File: src/rtl/operand_fwd_unit_if.sv
// Operand-forwarding bus: decode-side request, producer forwarding
// network, downstream control and the registered EX operand.
interface operand_fwd_unit_if #(
  parameter int WIDTH = 32,
  parameter int NSRC  = 3,
  parameter int RADDR = 5,
  parameter int CNTW  = 16
);
  localparam int SELW = $clog2(NSRC + 1);

  logic                   id_valid;
  logic [RADDR-1:0]       rs_addr;
  logic [WIDTH-1:0]       rf_data;
  logic [NSRC-1:0]        src_valid;
  logic [NSRC-1:0]        src_ready;
  logic [NSRC*RADDR-1:0]  src_waddr;
  logic [NSRC*WIDTH-1:0]  src_wdata;
  logic                   stall_in;
  logic                   flush;
  logic [WIDTH-1:0]       op_data;
  logic                   op_valid;
  logic [SELW-1:0]        fwd_sel;
  logic                   hazard_stall;
  logic [CNTW-1:0]        hazard_cnt;

  // Pipeline side: drives the request and producer state, observes the operand.
  modport master (
    output id_valid, rs_addr, rf_data, src_valid, src_ready, src_waddr,
           src_wdata, stall_in, flush,
    input  op_data, op_valid, fwd_sel, hazard_stall, hazard_cnt
  );

  // Forwarding unit side.
  modport slave (
    input  id_valid, rs_addr, rf_data, src_valid, src_ready, src_waddr,
           src_wdata, stall_in, flush,
    output op_data, op_valid, fwd_sel, hazard_stall, hazard_cnt
  );
endinterface

File: src/rtl/operand_fwd_unit.sv
// Operand forwarding stage: picks the youngest matching in-flight producer
// (or the register file), raises a load-use stall when that producer is not
// ready, and registers the operand into the EX-input register.
module operand_fwd_unit #(
  parameter int WIDTH = 32,
  parameter int NSRC  = 3,
  parameter int RADDR = 5,
  parameter int CNTW  = 16
) (
  input  logic               clk,
  input  logic               rst,
  operand_fwd_unit_if.slave  bus
);
  localparam int SELW = $clog2(NSRC + 1);

  logic [WIDTH-1:0] w_data;
  logic [SELW-1:0]  w_sel;
  logic             w_hit;
  logic             w_win_ready;
  logic             w_hazard;

  logic [WIDTH-1:0] r_op_data;
  logic             r_op_valid;
  logic [SELW-1:0]  r_fwd_sel;
  logic [CNTW-1:0]  r_hazard_cnt;

  // Source select: youngest matching producer wins, r0 always reads as zero.
  always_comb begin
    // NOTE: every output of this block is given a default first so no path
    // leaves a variable unassigned, which would otherwise infer a latch.
    w_data      = bus.rf_data;
    w_sel       = '0;
    w_hit       = 1'b0;
    w_win_ready = 1'b1;
    if (bus.rs_addr == '0) begin
      w_data = '0;
    end else begin
      for (int i = 0; i < NSRC; i++) begin
        if (!w_hit && bus.src_valid[i] &&
            (bus.src_waddr[i*RADDR +: RADDR] == bus.rs_addr)) begin
          w_hit       = 1'b1;
          w_sel       = SELW'(i + 1);
          w_data      = bus.src_wdata[i*WIDTH +: WIDTH];
          w_win_ready = bus.src_ready[i];
        end
      end
    end
  end

  // The winning producer is the only legal source; an unready winner stalls.
  assign w_hazard = bus.id_valid & w_hit & ~w_win_ready;

  // EX-input register: flush beats stall, stall beats advance; bubbles are zeroed.
  always_ff @(posedge clk or posedge rst) begin
    // NOTE: state registers use non-blocking assignments so every flop samples
    // the pre-edge values, independent of statement order.
    if (rst) begin
      r_op_data  <= '0;
      r_op_valid <= 1'b0;
      r_fwd_sel  <= '0;
    end else if (bus.flush) begin
      r_op_data  <= '0;
      r_op_valid <= 1'b0;
      r_fwd_sel  <= '0;
    end else if (!bus.stall_in) begin
      if (bus.id_valid && !w_hazard) begin
        r_op_data  <= w_data;
        r_op_valid <= 1'b1;
        r_fwd_sel  <= w_sel;
      end else begin
        r_op_data  <= '0;
        r_op_valid <= 1'b0;
        r_fwd_sel  <= '0;
      end
    end
  end

  // Saturating count of stall cycles, unaffected by downstream stall or flush.
  always_ff @(posedge clk or posedge rst) begin
    if (rst) begin
      r_hazard_cnt <= '0;
    end else if (w_hazard && (r_hazard_cnt != '1)) begin
      r_hazard_cnt <= r_hazard_cnt + 1'b1;
    end
  end

  assign bus.op_data      = r_op_data;
  assign bus.op_valid     = r_op_valid;
  assign bus.fwd_sel      = r_fwd_sel;
  assign bus.hazard_stall = w_hazard;
  assign bus.hazard_cnt   = r_hazard_cnt;
endmodule

File: src/flat_wrapper.sv
// flat-port wrapper written by rule: the top's interface ports become plain ports
module operand_fwd_unit_flat 
#(
  parameter int WIDTH = 32,
  parameter int NSRC  = 3,
  parameter int RADDR = 5,
  parameter int CNTW  = 16
)
  (clk, rst, bus_id_valid, bus_rs_addr, bus_rf_data, bus_src_valid, bus_src_ready, bus_src_waddr, bus_src_wdata, bus_stall_in, bus_flush, bus_op_data, bus_op_valid, bus_fwd_sel, bus_hazard_stall, bus_hazard_cnt);
  operand_fwd_unit_if #(.WIDTH(WIDTH), .NSRC(NSRC), .RADDR(RADDR), .CNTW(CNTW)) bus_i ();
  input  logic clk;
  input  logic rst;
  input wire logic [$bits(bus_i.id_valid)-1:0] bus_id_valid;
  input wire logic [$bits(bus_i.rs_addr)-1:0] bus_rs_addr;
  input wire logic [$bits(bus_i.rf_data)-1:0] bus_rf_data;
  input wire logic [$bits(bus_i.src_valid)-1:0] bus_src_valid;
  input wire logic [$bits(bus_i.src_ready)-1:0] bus_src_ready;
  input wire logic [$bits(bus_i.src_waddr)-1:0] bus_src_waddr;
  input wire logic [$bits(bus_i.src_wdata)-1:0] bus_src_wdata;
  input wire logic [$bits(bus_i.stall_in)-1:0] bus_stall_in;
  input wire logic [$bits(bus_i.flush)-1:0] bus_flush;
  output wire logic [$bits(bus_i.op_data)-1:0] bus_op_data;
  output wire logic [$bits(bus_i.op_valid)-1:0] bus_op_valid;
  output wire logic [$bits(bus_i.fwd_sel)-1:0] bus_fwd_sel;
  output wire logic [$bits(bus_i.hazard_stall)-1:0] bus_hazard_stall;
  output wire logic [$bits(bus_i.hazard_cnt)-1:0] bus_hazard_cnt;
  assign bus_i.id_valid = bus_id_valid;
  assign bus_i.rs_addr = bus_rs_addr;
  assign bus_i.rf_data = bus_rf_data;
  assign bus_i.src_valid = bus_src_valid;
  assign bus_i.src_ready = bus_src_ready;
  assign bus_i.src_waddr = bus_src_waddr;
  assign bus_i.src_wdata = bus_src_wdata;
  assign bus_i.stall_in = bus_stall_in;
  assign bus_i.flush = bus_flush;
  assign bus_op_data = bus_i.op_data;
  assign bus_op_valid = bus_i.op_valid;
  assign bus_fwd_sel = bus_i.fwd_sel;
  assign bus_hazard_stall = bus_i.hazard_stall;
  assign bus_hazard_cnt = bus_i.hazard_cnt;
  operand_fwd_unit #(.WIDTH(WIDTH), .NSRC(NSRC), .RADDR(RADDR), .CNTW(CNTW)) u_core (.clk(clk), .rst(rst), .bus(bus_i));
endmodule
File: config.mk
export PLATFORM = sky130hd
export DESIGN_NAME = operand_fwd_unit_flat
export DESIGN_NICKNAME = d
export VERILOG_FILES = /design/src/rtl/operand_fwd_unit_if.sv /design/src/rtl/operand_fwd_unit.sv /design/src/flat_wrapper.sv
export SDC_FILE = /design/constraint.sdc
export NUM_CORES = 1
export LEC_CHECK = 0
export BUFFER_PORTS_ARGS = -buffer_cell sky130_fd_sc_hd__buf_2
export CORE_MARGIN = 2
export CORE_UTILIZATION = 42
export DETAILED_ROUTE_END_ITERATION = 8
export PLACE_DENSITY = 0.85
export SETUP_SLACK_MARGIN = 0.5
export SLEW_MARGIN = 20
export SYNTH_ARGS = -nofsm -noshare
export SYNTH_HDL_FRONTEND = slang
export SYNTH_SLANG_ARGS = --single-unit
File: constraint.sdc
create_clock -name clk -period 2.29 [get_ports clk]
set_clock_uncertainty 0.15 [all_clocks]
set_input_delay 0.1145 -clock clk [delete_from_list [all_inputs] [get_ports clk]]
set_output_delay 0.1145 -clock clk [all_outputs]
set_load 0.01 [all_outputs]
==> results.sh <==
export IMPL_n_fill_cell=541
export IMPL_power_density_mw_per_mm2=456
export IMPL_drt_wl_total_um=11000
export IMPL_cts_max_path_buffers=2
export IMPL_final_cell_mix="206 x buf_2, 50 x dfrtp_1, 43 x nand2_1"
export IMPL_vias=3607
export IMPL_clockRootBuffer="clkbuf_8"
export IMPL_ant_nets=0
export IMPL_start_util_pct=43.1
export IMPL_netlist_instances=307
export IMPL_antenna_cells=0
export IMPL_intPower_mw=1.59
export IMPL_synth_distinct_cells=41
export IMPL_cts_tree="yes"
export IMPL_placed_area_mm2=0.00433
export IMPL_grt_max_degree=52
export IMPL_clk_pin_slew_ns=0.10
export IMPL_worst_pin_slew_ns=0.635
export IMPL_final_area_mm2=0.00481
export IMPL_rr_worst_depth=5
export IMPL_crit_required_ns=2.39
export IMPL_h_tree_depth=2
export IMPL_nNetsFinal=700
export IMPL_fin_crit_sh_pct=80.6
export IMPL_grt_pass1_wl_um=17100
export IMPL_syn2layout_area_growth_pct=55.9
export IMPL_cp_start_kind="primary input"
export IMPL_cellLeakagePower_nw=2.47
export IMPL_cts_inserted_buffers=5
export IMPL_ios=211
export IMPL_syn_area_mm2=0.00309
export IMPL_hp_class="primary input to flip-flop"
export IMPL_antenna_found_initial=0
export IMPL_seq_area_frac_synth_pct=41.3
export IMPL_worst_ir_drop_vdd_mv=0.227
export IMPL_post_route_util_pct=67.1
export IMPL_core_mm2=0.00718
export IMPL_yosys_area_top_type="dfrtp_1"
export IMPL_die_height_um=89.8
export IMPL_sw_frac_of_total_pct=27.5
export IMPL_ys_flop_type="dfrtp_1"
export IMPL_drt_initial_drc_count=153
export IMPL_die_area_mm2=0.00806
export IMPL_grt_total_usage_pct=25.4
export IMPL_portBuffers=210
export IMPL_wl_per_cell_um=17.2
export IMPL_seqPwrFrac_pct=44.9
export IMPL_hold_viol=0
export IMPL_finalSetupViolCount=0
export IMPL_synth_top_area_share_pct=41.3
export IMPL_crit_type="primary input to flip-flop"
export IMPL_whs_path_depth=3
export IMPL_p_switching_uw=603
export IMPL_synth_top_cells_by_area="dfrtp_1 41%, a22o_1 9.4%, a2bb2oi_1 8.8%"
export IMPL_synth_nets=467
export IMPL_clk_latency_ns=0.31
export IMPL_relSlewSlack_pct=57.7
export IMPL_grt_pass1_vias=3566
export IMPL_row_count=31
export IMPL_status="finished clean"
export IMPL_first_pass_iters=4
export IMPL_grt_setup_unrepaired="yes"
export IMPL_period_minus_slack_ns=1.85
export IMPL_fin_setup_tns_ns=0
export IMPL_synth_ff_latch_count=51
export IMPL_gr_total_overflow=0
export IMPL_syn_area_per_cell_um2=10.1
export IMPL_viasPerCell=5.64
export IMPL_slew_violations=0
export IMPL_pwr_share_comb_pct=24.3
export IMPL_critPathMaxFanout=4
export IMPL_cp_arrival_ns=1.94
export IMPL_synthArstFlopShare_pct=100
export IMPL_final_common_cell="buf_2"
export IMPL_cap_violations=0
export IMPL_cts_sinks=51
export IMPL_drc_errors=0
export IMPL_yosys_warnings=0
export IMPL_gp_congestion=0.906
export IMPL_pwr_share_clk_pct=30.8
export IMPL_clock_fmax_mhz=541
export IMPL_drive_gt1_share_pct=54.2
export IMPL_place_hpwl_um=7790
export IMPL_fp_dieW_um=89.8
export IMPL_cp_end_kind="flip-flop"
export IMPL_synth_edf_count=0
==> layer usage <==
layer  up-vias  global-route usage (%)  routed length (um)
li1       1657                       -                   -
met1      1730                    31.7                4460
met2       203                    45.3                5690
met3        17                    4.19                 671
met4         0                    7.18                 200
met5         -                       0                   0
==> stage by stage <==
| stage | power, mW | hold WS, ns | instances | setup WS, ns |
|---|---|---|---|---|
| CTS | 2.17 | 0.0213 | 629 | 0.467 |
| global placement | 1.47 | 0.163 | 607 | 0.195 |
| global route | 2.29 | 0.0346 | 640 | 0.331 |
| finish | 2.20 | 0.0269 | 640 | 0.443 |
| detailed placement | 1.48 | 0.177 | 607 | 0.103 |
| floorplan | 1.23 | 0.0276 | 307 | 0.363 |
==> final cells by class <==
cell class | instances | area (um2) | share of cell area (%)
Multi-Input combinational cell | 228 | 1850 | 38.5
Timing Repair Buffer | 253 | 1440 | 29.8
Sequential cell | 51 | 1280 | 26.5
Tap cell | 99 | 124 | 2.57
Clock buffer | 6 | 82.6 | 1.72
Clock inverter | 2 | 38.8 | 0.806
Inverter | 1 | 3.75 | 0.0780
==> worst paths after layout <==
path / start / to / slack, ns
min in group asynchronous: rst / u_core.bus.op_data[13] / 0.36
max in group asynchronous: rst / u_core.bus.hazard_cnt[4] / 1.19
worst min register to register: u_core.bus.op_data[29] / u_core.bus.op_data[29] / 0.36
worst max-delay path: bus_rs_addr[2] / u_core.bus.op_valid / 0.44
worst max register to register: u_core.bus.hazard_cnt[1] / u_core.bus.hazard_cnt[1] / 0.46
worst min-delay path: bus_rf_data[31] / u_core.bus.op_data[31] / 0.03
==> worst max-delay path, stage by stage <==
cell and delay [ns]:
buf_2 0.14, or4_1 0.54, o21ai_2 0.20, a31o_2 0.16, a31oi_4 0.05, buf_6 0.15
or3b_2 0.45, a21oi_2 0.13
==> registers in the layout, indices dropped and copies added, names as in the netlist <==
register and count:
u_core.bus.fwd_sel 2, u_core.bus.op_valid 1, u_core.bus.op_data 32, u_core.bus.hazard_cnt 16
==> cells by family (layout without fill, tap and decap cells) <==
family	after synthesis	after routing	share of synthesized area [%]
adder cells (fa/ha/maj)	1	1	0.405
AND/OR/NAND/NOR	88	88	14.2
flip-flops	51	51	41.3
XOR/XNOR	29	29	8.22
multiplexers	3	3	1.05
buffers and inverters	28	262	4.21
AO/OA/AOI/OAI	107	107	30.6
==> power by group through the flow <==
| stage | combinational [mW] | clock, mW | sequential [mW] |
|---|---|---|---|
| floorplan | 0.213 | 0 | 1.02 |
| global placement | 0.467 | 0 | 1.00 |
| detailed placement | 0.480 | 0 | 1.00 |
| CTS | 0.496 | 0.691 | 0.988 |
| global route | 0.581 | 0.721 | 0.992 |
| finish | 0.535 | 0.676 | 0.986 |
==> timing repair <==
| action | in CTS | in global routing |
|---|---|---|
| cloned | 0 | 2 |
| setup endpoints to repair | 44 | 45 |
| resized for setup | 10 | 29 |
| hold buffers | 4 | 0 |
| endpoints found under the hold margin | 53 | 0 |
| pin swaps | 5 | 13 |
| setup buffers | 10 | 9 |
==> cells in the mapped netlist (all sizes together), types with 2 or more instances <==
library cell	instances
a21oi	3
a22o	33
a2bb2oi	32
and2	3
and3	4
and4	2
buf	8
clkbuf	19
dfrtp	51
mux2	2
nand2	45
nand3	12
nand4	6
nor2	3
nor3	4
nor4	2
o21ai	2
o221ai	31
or3	2
xnor2	21
xor2	8
Power figures use the tool's default switching activity.
